==> config.mk <==
export PLATFORM = sky130hd
export DESIGN_NAME = mc_control_flat
export DESIGN_NICKNAME = d
export VERILOG_FILES = /design/src/rtl/mc_control_if.sv /design/src/rtl/mc_control.sv /design/src/flat_wrapper.sv
export SDC_FILE = /design/constraint.sdc
export NUM_CORES = 1
export LEC_CHECK = 0
export BUFFER_PORTS_ARGS = -buffer_cell sky130_fd_sc_hd__buf_2
export CAP_MARGIN = 25
export CORE_MARGIN = 2
export CORE_UTILIZATION = 45
export CTS_CLUSTER_DIAMETER = 100
export CTS_CLUSTER_SIZE = 12
export DETAILED_ROUTE_END_ITERATION = 7
export GPL_ROUTABILITY_DRIVEN = 1
export PLACE_DENSITY_LB_ADDON = 0.15
export SLEW_MARGIN = 25
export SYNTH_ARGS = -nofsm -noshare
export SYNTH_HDL_FRONTEND = slang
export SYNTH_SLANG_ARGS = --single-unit
==> constraint.sdc <==
create_clock -name clk -period 4.6 [get_ports clk]
set_clock_uncertainty 0.1 [all_clocks]
set_input_delay 0.92 -clock clk [delete_from_list [all_inputs] [get_ports clk]]
set_output_delay 0.92 -clock clk [all_outputs]
set_load 0.005 [all_outputs]
==> src/rtl/mc_control_if.sv <==
// mc_control_if: datapath-facing bundle for the multi-cycle control unit.
// The control unit (master) consumes IR fields and datapath status flags and
// drives every datapath enable and mux select; the datapath side (slave)
// supplies op/funct/zero/mdu_busy and consumes the controls.
interface mc_control_if;
  // Inputs to the control unit
  logic [5:0] op;
  logic [5:0] funct;
  logic       zero;
  logic       mdu_busy;
  // Write strobes and pulses
  logic       pc_write;
  logic       ir_write;
  logic       reg_write;
  logic       mem_write;
  logic       mdu_start;
  logic       instr_done;
  logic       illegal;
  // Mux selects and ALU control
  logic [1:0] pc_src;
  logic [3:0] alu_op;
  logic       alu_src;
  logic [1:0] ext_op;
  logic [1:0] reg_dst;
  logic [1:0] mem_to_reg;
  logic [1:0] dm_op;

  modport master (
    input  op, funct, zero, mdu_busy,
    output pc_write, ir_write, reg_write, mem_write, mdu_start, instr_done,
           illegal, pc_src, alu_op, alu_src, ext_op, reg_dst, mem_to_reg, dm_op
  );

  modport slave (
    output op, funct, zero, mdu_busy,
    input  pc_write, ir_write, reg_write, mem_write, mdu_start, instr_done,
           illegal, pc_src, alu_op, alu_src, ext_op, reg_dst, mem_to_reg, dm_op
  );
endinterface

==> src/rtl/mc_control.sv <==
// mc_control: multi-cycle MIPS control FSM (IDLE/FETCH/DECODE/EXEC/MEM/WB/MDU_WAIT).
// FETCH and MEM stretch to MEM_LAT+1 cycles via a down-counter. All outputs are
// combinational in the current state and the IR fields, so an asynchronous
// reset forces every strobe low immediately.
// Optional feature: define MC_CONTROL_MDU_EN to decode mult/multu/div/divu and
// mfhi/mflo; otherwise those encodings are illegal and mdu_start stays 0.
//
// Pulse protocol: instr_done is high for exactly one cycle, the final cycle of
// each instruction; the following cycle is always the first FETCH cycle of the
// next instruction. illegal is high for one cycle in DECODE, together with
// instr_done, and the instruction has no other side effect.
module mc_control #(
  parameter int MEM_LAT = 0
) (
  input  logic             clk,
  input  logic             reset_n,
  mc_control_if.master     bus,
  output logic [2:0]       dbg_state
);

  localparam logic [2:0] S_IDLE     = 3'd0;
  localparam logic [2:0] S_FETCH    = 3'd1;
  localparam logic [2:0] S_DECODE   = 3'd2;
  localparam logic [2:0] S_EXEC     = 3'd3;
  localparam logic [2:0] S_MEM      = 3'd4;
  localparam logic [2:0] S_WB       = 3'd5;
  localparam logic [2:0] S_MDU_WAIT = 3'd6;

  // Instruction classes produced by the decoder
  localparam logic [3:0] C_ILL   = 4'd0;
  localparam logic [3:0] C_RALU  = 4'd1;
  localparam logic [3:0] C_IMM   = 4'd2;
  localparam logic [3:0] C_LOAD  = 4'd3;
  localparam logic [3:0] C_STORE = 4'd4;
  localparam logic [3:0] C_BR    = 4'd5;
  localparam logic [3:0] C_J     = 4'd6;
  localparam logic [3:0] C_JAL   = 4'd7;
  localparam logic [3:0] C_JR    = 4'd8;
  localparam logic [3:0] C_MDU   = 4'd9;
  localparam logic [3:0] C_MF    = 4'd10;

  localparam logic [3:0] LAT = 4'(MEM_LAT);

  logic [2:0] state_q, state_d;
  logic [3:0] cnt_q, cnt_d;

  logic [3:0] cls;
  logic [3:0] dec_alu_op;
  logic       dec_alu_src;
  logic [1:0] dec_ext_op;
  logic [1:0] dec_dm_op;
  logic       is_rtype;
  logic       br_taken;

  assign dbg_state = state_q;
  assign is_rtype  = (bus.op == 6'b000000);
  assign br_taken  = ((bus.op == 6'b000100) &  bus.zero) |
                     ((bus.op == 6'b000101) & ~bus.zero);

  // Decode op/funct into an instruction class plus ALU/extender/DM controls
  always_comb begin
    cls         = C_ILL;
    dec_alu_op  = 4'b0010;
    dec_alu_src = 1'b0;
    dec_ext_op  = 2'b00;
    dec_dm_op   = 2'b00;
    case (bus.op)
      6'b000000: begin
        case (bus.funct)
          6'b100001: begin cls = C_RALU; dec_alu_op = 4'b0010; end
          6'b100011: begin cls = C_RALU; dec_alu_op = 4'b0110; end
          6'b100100: begin cls = C_RALU; dec_alu_op = 4'b0000; end
          6'b100101: begin cls = C_RALU; dec_alu_op = 4'b0001; end
          6'b100110: begin cls = C_RALU; dec_alu_op = 4'b1110; end
          6'b000000: begin cls = C_RALU; dec_alu_op = 4'b1111; end
          6'b001000: cls = C_JR;
`ifdef MC_CONTROL_MDU_EN
          6'b011000, 6'b011001, 6'b011010, 6'b011011: cls = C_MDU;
          6'b010000, 6'b010010:                       cls = C_MF;
`endif
          default: cls = C_ILL;
        endcase
      end
      6'b001101: begin
        cls = C_IMM; dec_alu_op = 4'b0001; dec_alu_src = 1'b1; dec_ext_op = 2'b00;
      end
      // lui: extender places imm in the upper half; OR with rs ($zero) passes it
      6'b001111: begin
        cls = C_IMM; dec_alu_op = 4'b0001; dec_alu_src = 1'b1; dec_ext_op = 2'b10;
      end
      6'b100011, 6'b100000, 6'b100001,
      6'b101011, 6'b101000, 6'b101001: begin
        cls         = bus.op[3] ? C_STORE : C_LOAD;
        dec_alu_op  = 4'b0010;
        dec_alu_src = 1'b1;
        dec_ext_op  = 2'b01;
        case (bus.op[2:0])
          3'b000:  dec_dm_op = 2'b01;
          3'b001:  dec_dm_op = 2'b10;
          default: dec_dm_op = 2'b00;
        endcase
      end
      6'b000100, 6'b000101: begin cls = C_BR; dec_alu_op = 4'b0110; end
      6'b000010: cls = C_J;
      6'b000011: cls = C_JAL;
      default:   cls = C_ILL;
    endcase
  end

  // Next-state, latency counter and per-state datapath controls
  always_comb begin
    state_d        = state_q;
    cnt_d          = cnt_q;
    bus.pc_write   = 1'b0;
    bus.ir_write   = 1'b0;
    bus.reg_write  = 1'b0;
    bus.mem_write  = 1'b0;
    bus.mdu_start  = 1'b0;
    bus.instr_done = 1'b0;
    bus.illegal    = 1'b0;
    bus.pc_src     = 2'b00;
    bus.alu_op     = 4'b0010;
    bus.alu_src    = 1'b0;
    bus.ext_op     = 2'b00;
    bus.reg_dst    = 2'b00;
    bus.mem_to_reg = 2'b00;
    bus.dm_op      = 2'b00;
    case (state_q)
      S_IDLE: begin
        state_d = S_FETCH;
        cnt_d   = LAT;
      end
      S_FETCH: begin
        if (cnt_q == 4'd0) begin
          bus.pc_write = 1'b1;
          bus.ir_write = 1'b1;
          state_d      = S_DECODE;
        end else begin
          cnt_d = cnt_q - 4'd1;
        end
      end
      S_DECODE: begin
        if (cls == C_ILL) begin
          bus.illegal    = 1'b1;
          bus.instr_done = 1'b1;
          state_d        = S_FETCH;
          cnt_d          = LAT;
        end else begin
          state_d = S_EXEC;
        end
      end
      S_EXEC: begin
        bus.alu_op  = dec_alu_op;
        bus.alu_src = dec_alu_src;
        bus.ext_op  = dec_ext_op;
        case (cls)
          C_RALU, C_IMM: state_d = S_WB;
          C_LOAD, C_STORE: begin
            state_d = S_MEM;
            cnt_d   = LAT;
          end
          C_BR, C_J, C_JAL, C_JR: begin
            bus.instr_done = 1'b1;
            state_d        = S_FETCH;
            cnt_d          = LAT;
            case (cls)
              C_BR:  begin bus.pc_src = 2'b01; bus.pc_write = br_taken; end
              C_J:   begin bus.pc_src = 2'b10; bus.pc_write = 1'b1; end
              C_JAL: begin
                bus.pc_src     = 2'b10;
                bus.pc_write   = 1'b1;
                bus.reg_write  = 1'b1;
                bus.reg_dst    = 2'b10;
                bus.mem_to_reg = 2'b10;
              end
              default: begin bus.pc_src = 2'b11; bus.pc_write = 1'b1; end
            endcase
          end
          C_MDU: begin
            bus.mdu_start = 1'b1;
            state_d       = S_MDU_WAIT;
          end
          // mfhi/mflo wait here until the MDU has a result
          C_MF: begin
            if (!bus.mdu_busy) state_d = S_WB;
          end
          default: begin
            state_d = S_FETCH;
            cnt_d   = LAT;
          end
        endcase
      end
      S_MEM: begin
        bus.alu_op  = dec_alu_op;
        bus.alu_src = dec_alu_src;
        bus.ext_op  = dec_ext_op;
        bus.dm_op   = dec_dm_op;
        if (cnt_q == 4'd0) begin
          if (cls == C_STORE) begin
            bus.mem_write  = 1'b1;
            bus.instr_done = 1'b1;
            state_d        = S_FETCH;
            cnt_d          = LAT;
          end else begin
            state_d = S_WB;
          end
        end else begin
          cnt_d = cnt_q - 4'd1;
        end
      end
      S_WB: begin
        bus.alu_op     = dec_alu_op;
        bus.alu_src    = dec_alu_src;
        bus.ext_op     = dec_ext_op;
        bus.reg_write  = 1'b1;
        bus.reg_dst    = is_rtype ? 2'b01 : 2'b00;
        bus.mem_to_reg = (cls == C_LOAD) ? 2'b01 : 2'b00;
        bus.instr_done = 1'b1;
        state_d        = S_FETCH;
        cnt_d          = LAT;
      end
      S_MDU_WAIT: begin
        if (!bus.mdu_busy) begin
          bus.instr_done = 1'b1;
          state_d        = S_FETCH;
          cnt_d          = LAT;
        end
      end
      default: begin
        state_d = S_IDLE;
        cnt_d   = 4'd0;
      end
    endcase
  end

  // State and counter registers; reset returns to IDLE with the counter cleared
  always_ff @(posedge clk or negedge reset_n) begin
    if (!reset_n) begin
      state_q <= S_IDLE;
      cnt_q   <= 4'd0;
    end else begin
      state_q <= state_d;
      cnt_q   <= cnt_d;
    end
  end

endmodule

==> src/flat_wrapper.sv <==
// flat-port wrapper written by rule: the top's interface ports become plain ports
module mc_control_flat 
#(
  parameter int MEM_LAT = 0
)
  (clk, reset_n, dbg_state, bus_op, bus_funct, bus_zero, bus_mdu_busy, bus_pc_write, bus_ir_write, bus_reg_write, bus_mem_write, bus_mdu_start, bus_instr_done, bus_illegal, bus_pc_src, bus_alu_op, bus_alu_src, bus_ext_op, bus_reg_dst, bus_mem_to_reg, bus_dm_op);
  mc_control_if bus_i ();
  input  logic clk;
  input  logic reset_n;
  output logic [2:0] dbg_state;
  input wire logic [$bits(bus_i.op)-1:0] bus_op;
  input wire logic [$bits(bus_i.funct)-1:0] bus_funct;
  input wire logic [$bits(bus_i.zero)-1:0] bus_zero;
  input wire logic [$bits(bus_i.mdu_busy)-1:0] bus_mdu_busy;
  output wire logic [$bits(bus_i.pc_write)-1:0] bus_pc_write;
  output wire logic [$bits(bus_i.ir_write)-1:0] bus_ir_write;
  output wire logic [$bits(bus_i.reg_write)-1:0] bus_reg_write;
  output wire logic [$bits(bus_i.mem_write)-1:0] bus_mem_write;
  output wire logic [$bits(bus_i.mdu_start)-1:0] bus_mdu_start;
  output wire logic [$bits(bus_i.instr_done)-1:0] bus_instr_done;
  output wire logic [$bits(bus_i.illegal)-1:0] bus_illegal;
  output wire logic [$bits(bus_i.pc_src)-1:0] bus_pc_src;
  output wire logic [$bits(bus_i.alu_op)-1:0] bus_alu_op;
  output wire logic [$bits(bus_i.alu_src)-1:0] bus_alu_src;
  output wire logic [$bits(bus_i.ext_op)-1:0] bus_ext_op;
  output wire logic [$bits(bus_i.reg_dst)-1:0] bus_reg_dst;
  output wire logic [$bits(bus_i.mem_to_reg)-1:0] bus_mem_to_reg;
  output wire logic [$bits(bus_i.dm_op)-1:0] bus_dm_op;
  assign bus_i.op = bus_op;
  assign bus_i.funct = bus_funct;
  assign bus_i.zero = bus_zero;
  assign bus_i.mdu_busy = bus_mdu_busy;
  assign bus_pc_write = bus_i.pc_write;
  assign bus_ir_write = bus_i.ir_write;
  assign bus_reg_write = bus_i.reg_write;
  assign bus_mem_write = bus_i.mem_write;
  assign bus_mdu_start = bus_i.mdu_start;
  assign bus_instr_done = bus_i.instr_done;
  assign bus_illegal = bus_i.illegal;
  assign bus_pc_src = bus_i.pc_src;
  assign bus_alu_op = bus_i.alu_op;
  assign bus_alu_src = bus_i.alu_src;
  assign bus_ext_op = bus_i.ext_op;
  assign bus_reg_dst = bus_i.reg_dst;
  assign bus_mem_to_reg = bus_i.mem_to_reg;
  assign bus_dm_op = bus_i.dm_op;
  mc_control #(.MEM_LAT(MEM_LAT)) u_core (.clk(clk), .reset_n(reset_n), .bus(bus_i), .dbg_state(dbg_state));
endmodule
After elaboration in Yosys (flattened, before gate mapping)

Cells that the tools add are included.

Register bits after elaboration: 7
Bits of input ports: 16
Logic and storage cells: 125

Add/subtract/negate cells: 1
Eq/ne operators: 43
Multiplexer cells: 55
Bitwise gates (word level): 4
Reduce and logical (&&, ||, !) cells: 20

Operators by type and width:

| operator           | number |
|---|---|
| $eq 6x6->1 const B | 11 |
| $pmux 4 s5         | 2 |
| $mux 4             | 7 |
| $pmux 4 s6         | 1 |
| $pmux 2 s2         | 5 |
| $mux 1             | 19 |
| $eq 6x4->1 const B | 3 |
| $mux 3             | 6 |
| $pmux 3 s6         | 1 |
| $eq 4x3->1 const B | 4 |
| $mux 2             | 8 |
| $eq 4x4->1 const B | 3 |
| $eq 6x2->1 const B | 2 |
| $eq 6x3->1 const B | 2 |
| $logic_not 6->1    | 2 |
| $pmux 3 s4         | 1 |
| $pmux 4 s3         | 1 |
| $reduce_or 2->1    | 6 |
| $reduce_or 6->1    | 2 |
| $eq 3x3->1 const B | 3 |
| $eq 4x2->1 const B | 2 |
| $logic_not 4->1    | 2 |
| $pmux 4 s2         | 1 |
| $reduce_or 4->1    | 2 |
| 17 further kinds   | 27 |

Depth between registers and ports, before layout

Depth in word-level cells: 9
Gate-level depth with buffers: 8

Worst setup path after synthesis

No wires, ideal clock.

Path kind: input port to output port
From: in bus_op[1]
To: out bus_reg_dst[1]
Arrival: 2262 ps
Required time: 3580 ps
Slack: 1318 ps
Cell stages on the path: 8
Path buffers: 2
Cells stage by stage: buf_2 -> nor2b_4 -> a2111oi_2 -> o21bai_1 -> nor3_1 -> nand2_1 -> inv_1 -> buf_4

Cells in the longest elaborated chain, start to end: 7
Elaborated cells between the ends (all ways): 25

Ends and longest elaborated chain:

| item                                      | RTL line                             | source |
|---|---|---|
| start, declared                           | flat_wrapper.sv:11                   | `input wire logic [$bits(bus_i.op)-1:0] bus_op;` |
| $eq 6x6->1 (tied with other cells)        | mc_control.sv:67                     | `case (bus.op)` |
| $reduce_or 6->1 (tied with other cells)   | mc_control.sv:67                     |  |
| $pmux 4 s6 (*)                            | mc_control.sv:67                     |  |
| $eq 4x4->1 (tied with other cells)        | mc_control.sv:156                    | `case (cls)` |
| $reduce_or 4->1 or $mux 2 (tied branches) | mc_control.sv:156, mc_control.sv:166 |  |
| $mux 2 (*)                                | mc_control.sv:156                    |  |
| $pmux 2 s2 (*)                            | mc_control.sv:128                    | `case (state_q)` |
| end, declared                             | flat_wrapper.sv:26                   | `output wire logic [$bits(bus_i.reg_dst)-1:0] bus_reg_dst;` |

Every way passes the cells marked *; elsewhere a longest branch is shown, timed or not.

Final worst setup path

From: in bus_op[1]
To: out bus_pc_write

Cells in the longest elaborated chain, start to end: 7
Elaborated cells between the ends (all ways): 28

Ends and longest elaborated chain:

| item                                      | RTL line                             | source |
|---|---|---|
| $eq 6x6->1 (tied with other cells)        | mc_control.sv:67                     |  |
| $reduce_or 6->1 (tied with other cells)   | mc_control.sv:67                     |  |
| $pmux 4 s6                                | mc_control.sv:67                     |  |
| $eq 4x4->1 (tied with other cells)        | mc_control.sv:156                    |  |
| $reduce_or 4->1 or $mux 1 (tied branches) | mc_control.sv:156, mc_control.sv:166 |  |
| $mux 1 (*)                                | mc_control.sv:156                    |  |
| $pmux 1 s2 (*)                            | mc_control.sv:128                    |  |
| end, declared                             | flat_wrapper.sv:15                   | `output wire logic [$bits(bus_i.pc_write)-1:0] bus_pc_write;` |

Marked as above.

==> impl_metrics.py <==
metrics = {
    "floorplan": {
        "die_h_um": 52.96,
        "rows": 17,
        "core_um2": 2233,
        "ios": 41,
        "die_area_um2": 2804,
        "chipWidth_um": 52.96,
        "start_util": 0.4829,
    },
    "setup_path": {
        "arrival_ns": 2.45,
        "path_max_fanout": 10,
        "crit_start": "bus_op[1]",
        "start_kind": "input port",
        "ff2ff_path_depth": 8,
        "r2r-start": "u_core.cnt_q[0]",
        "crit_required_ns": 3.58,
        "end_kind": "primary output",
        "r2r-end": "u_core.cnt_q[1]",
        "r2r_setup_slack_ns": 2.50,
        "critPathKind": "in2out",
    },
    "timing": {
        "period_needed_ns": 3.468,
        "fin_tns_setup_ns": 0,
        "relSlewSlack": 0.5871,
        "finalHoldViolCount": 0,
        "worst_slew_pin_slew_ns": 0.6137,
        "finalWorstSetupSlack_ns": 1.132,
        "setup_viol": 0,
        "max_clock_freq_mhz": 288.3,
        "grt_setup_unrepaired": "false",
        "post-route-period-util": 0.7540,
        "slew_viol_final": 0,
    },
    "final_layout": {
        "area_growth_pct": 18.33,
        "diodes": 0,
        "drive_gt1_frac": 0.2903,
        "fin_cells": 214,
        "num-nets-final": 205,
        "final_util": 0.5714,
    },
    "cts": {
        "cts_buffer_depth": 2,
        "cts_tree": "yes",
        "post-cts-setup-buffer-count": 0,
        "cts-root-buf": "clkbuf_4",
        "clk_latency_ns": 0.25,
        "cts_buffers": 3,
        "clock-sinks": 7,
        "cts_max_level": 1,
        "cts_hold_buf": 0,
        "clkTransAtPathRegs_ns": 0.05,
        "cts_resized": 0,
    },
    "pwr": {
        "power.leakage_nw": 0.6133,
        "p_per_area_nw_per_um2": 325.1,
        "ir_worst_vdd_uv": 191.2,
    },
    "yosys": {
        "syn_area_per_cell_um2": 7.049,
        "syn-instance-count": 153,
        "yosysTopAreaCell": "dfrtp_1",
        "syn_area_um2": 1079,
        "synth-seq-cells": 7,
        "synth_top_cell_area_share": 0.1624,
        "synth_warnings": 0,
        "synth_edf_count": 0,
        "yosysUniqueCellTypes": 52,
        "synth.area.top_cells": "dfrtp_1, nor2_1, nor3_1",
        "synthArstFlopShare": 1.000,
        "yosysSeqAreaShare": 0.1624,
        "synthesis.nets": 171,
        "synthFlopType": "dfrtp_1",
    },
    "global_route": {
        "track_usage": 0.2162,
        "grt_max_degree": 13,
        "grt-ovfl-total": 0,
        "grt_pass1_vias": 1124,
        "grt_pass1_wl_um": 4698,
        "antenna_found_initial": 0,
    },
    "drt": {
        "wl_met3_um": 97,
        "wire_per_inst_um": 13.03,
        "vias": 1233,
        "met1Wirelength_um": 1280,
        "drtPass1Iterations": 4,
        "route.antenna.remaining_nets": 0,
        "top_layer": "met4",
        "drt_iter0_drc": 23,
        "wl_met2_um": 1404,
        "viasPerCell": 5.762,
        "drc": 0,
        "totalWireLength_um": 2789,
    },
    "job": {
        "maxCapViolCount": 0,
    },
    "placed_design": {
        "detailedPlace.worstSlack_ns": 1.126,
        "dp_cells": 210,
        "dp_hpwl_um": 2211,
        "port_buffers": 39,
        "finalWeightedCongestion": 0.7892,
    },
    "worst_hold_path": {
        "hp-class": "in2async",
    },
    "outcome": {
        "outcome": "finished, final reports clean",
    },
}
-- Yosys cell counts, types with 2 or more instances --
cell,n
inv_1,9
buf_2,5
and3_1,2
nand2_1,10
a21oi_1,5
and3b_1,2
o21ai_1,5
nand2b_1,4
a31oi_1,5
ha_1,2
dfrtp_1,7
buf_4,4
nor3_1,14
xor2_1,2
nor2_1,24
o21ai_0,6
mux2i_1,3
nor3b_1,2
nand3b_1,2
nand3_1,8
-- report_power, final --
group / switching, W / internal (W)
Combinational: 0.000146 / 0.000102
Clock: 0.0000232 / 0.0000331
Sequential: 0.0000254 / 0.0000854
-- worst max-delay path, stage by stage --
cell and delay [ns]:
buf_2 0.16, nor2b_4 0.15, a2111oi_2 0.39, o21bai_1 0.19, nor3_1 0.27, nor2_1 0.12, o21ai_1 0.13, buf_2 0.13
-- cell usage in the layout, fill, tap and decap left out, types with 3 or more instances in the layout --
master / instances
a21oi_1: 5
a31oi_1: 5
buf_2: 39
clkbuf_4: 3
dfrtp_1: 7
inv_1: 9
mux2i_1: 3
nand2_1: 10
nand2b_1: 4
nand3_1: 8
nor2_1: 24
nor3_1: 14
o21ai_0: 6
o21ai_1: 5
-- logic make-up (layout without fill, tap and decap cells) --
kind of cell	after synthesis	after routing	share of synthesized area
AND/OR/NAND/NOR	79	79	0.3875
AO/OA/AOI/OAI	37	37	0.2668
buffers and inverters	20	53	0.08932
flip-flops	7	7	0.1624
XOR/XNOR	4	4	0.03945
multiplexers	3	3	0.02784
adder cells (fa/ha/maj)	2	2	0.02320
other	1	1	0.003477
-- sequential cells by signal, indices dropped and copies added, names as in the netlist --
signal,count
u_core.cnt_q,4
u_core.dbg_state,3
-- area by class of cell --
type,instances,area (um^2)
multi-input combinational,126,807.0
fill,228,957.2
tap,28,35.03
timing repair buffer,39,195.2
inverter,10,37.54
clock buffer,4,26.28
sequential,7,175.2
-- stage by stage --
stage / instance area, um^2 / hold WS (ns) / total power [W]
5_1_grt: 1276 / 0.3978 / 0.0004614
6_report: 1276 / 0.3930 / 0.0004149
2_1_floorplan: 1079 / 0.4285 / 0.0002898
3_3_place_gp: 1250 / 0.4481 / 0.0003480
4_1_cts: 1276 / 0.3960 / 0.0004159
3_5_place_dp: 1250 / 0.4726 / 0.0003573
-- worst max path at each step --
stage	endpoint	slack, ns	cells after the start
finish	bus_pc_write	1.13	8
global route	bus_instr_done	0.92	8
CTS	bus_pc_write	1.13	8
detailed placement	bus_pc_write	1.13	8
global placement	bus_pc_write	1.15	8
floorplan	bus_reg_dst[1]	1.32	8
-- per-layer routing --
layer / vias to the layer above / track usage
li1: 611 / -
met1: 593 / 0.2899
met2: 27 / 0.3625
met3: 2 / 0.01412
met4: 0 / 0.07692
met5: - / 0
(Power assumes the default switching activity.)
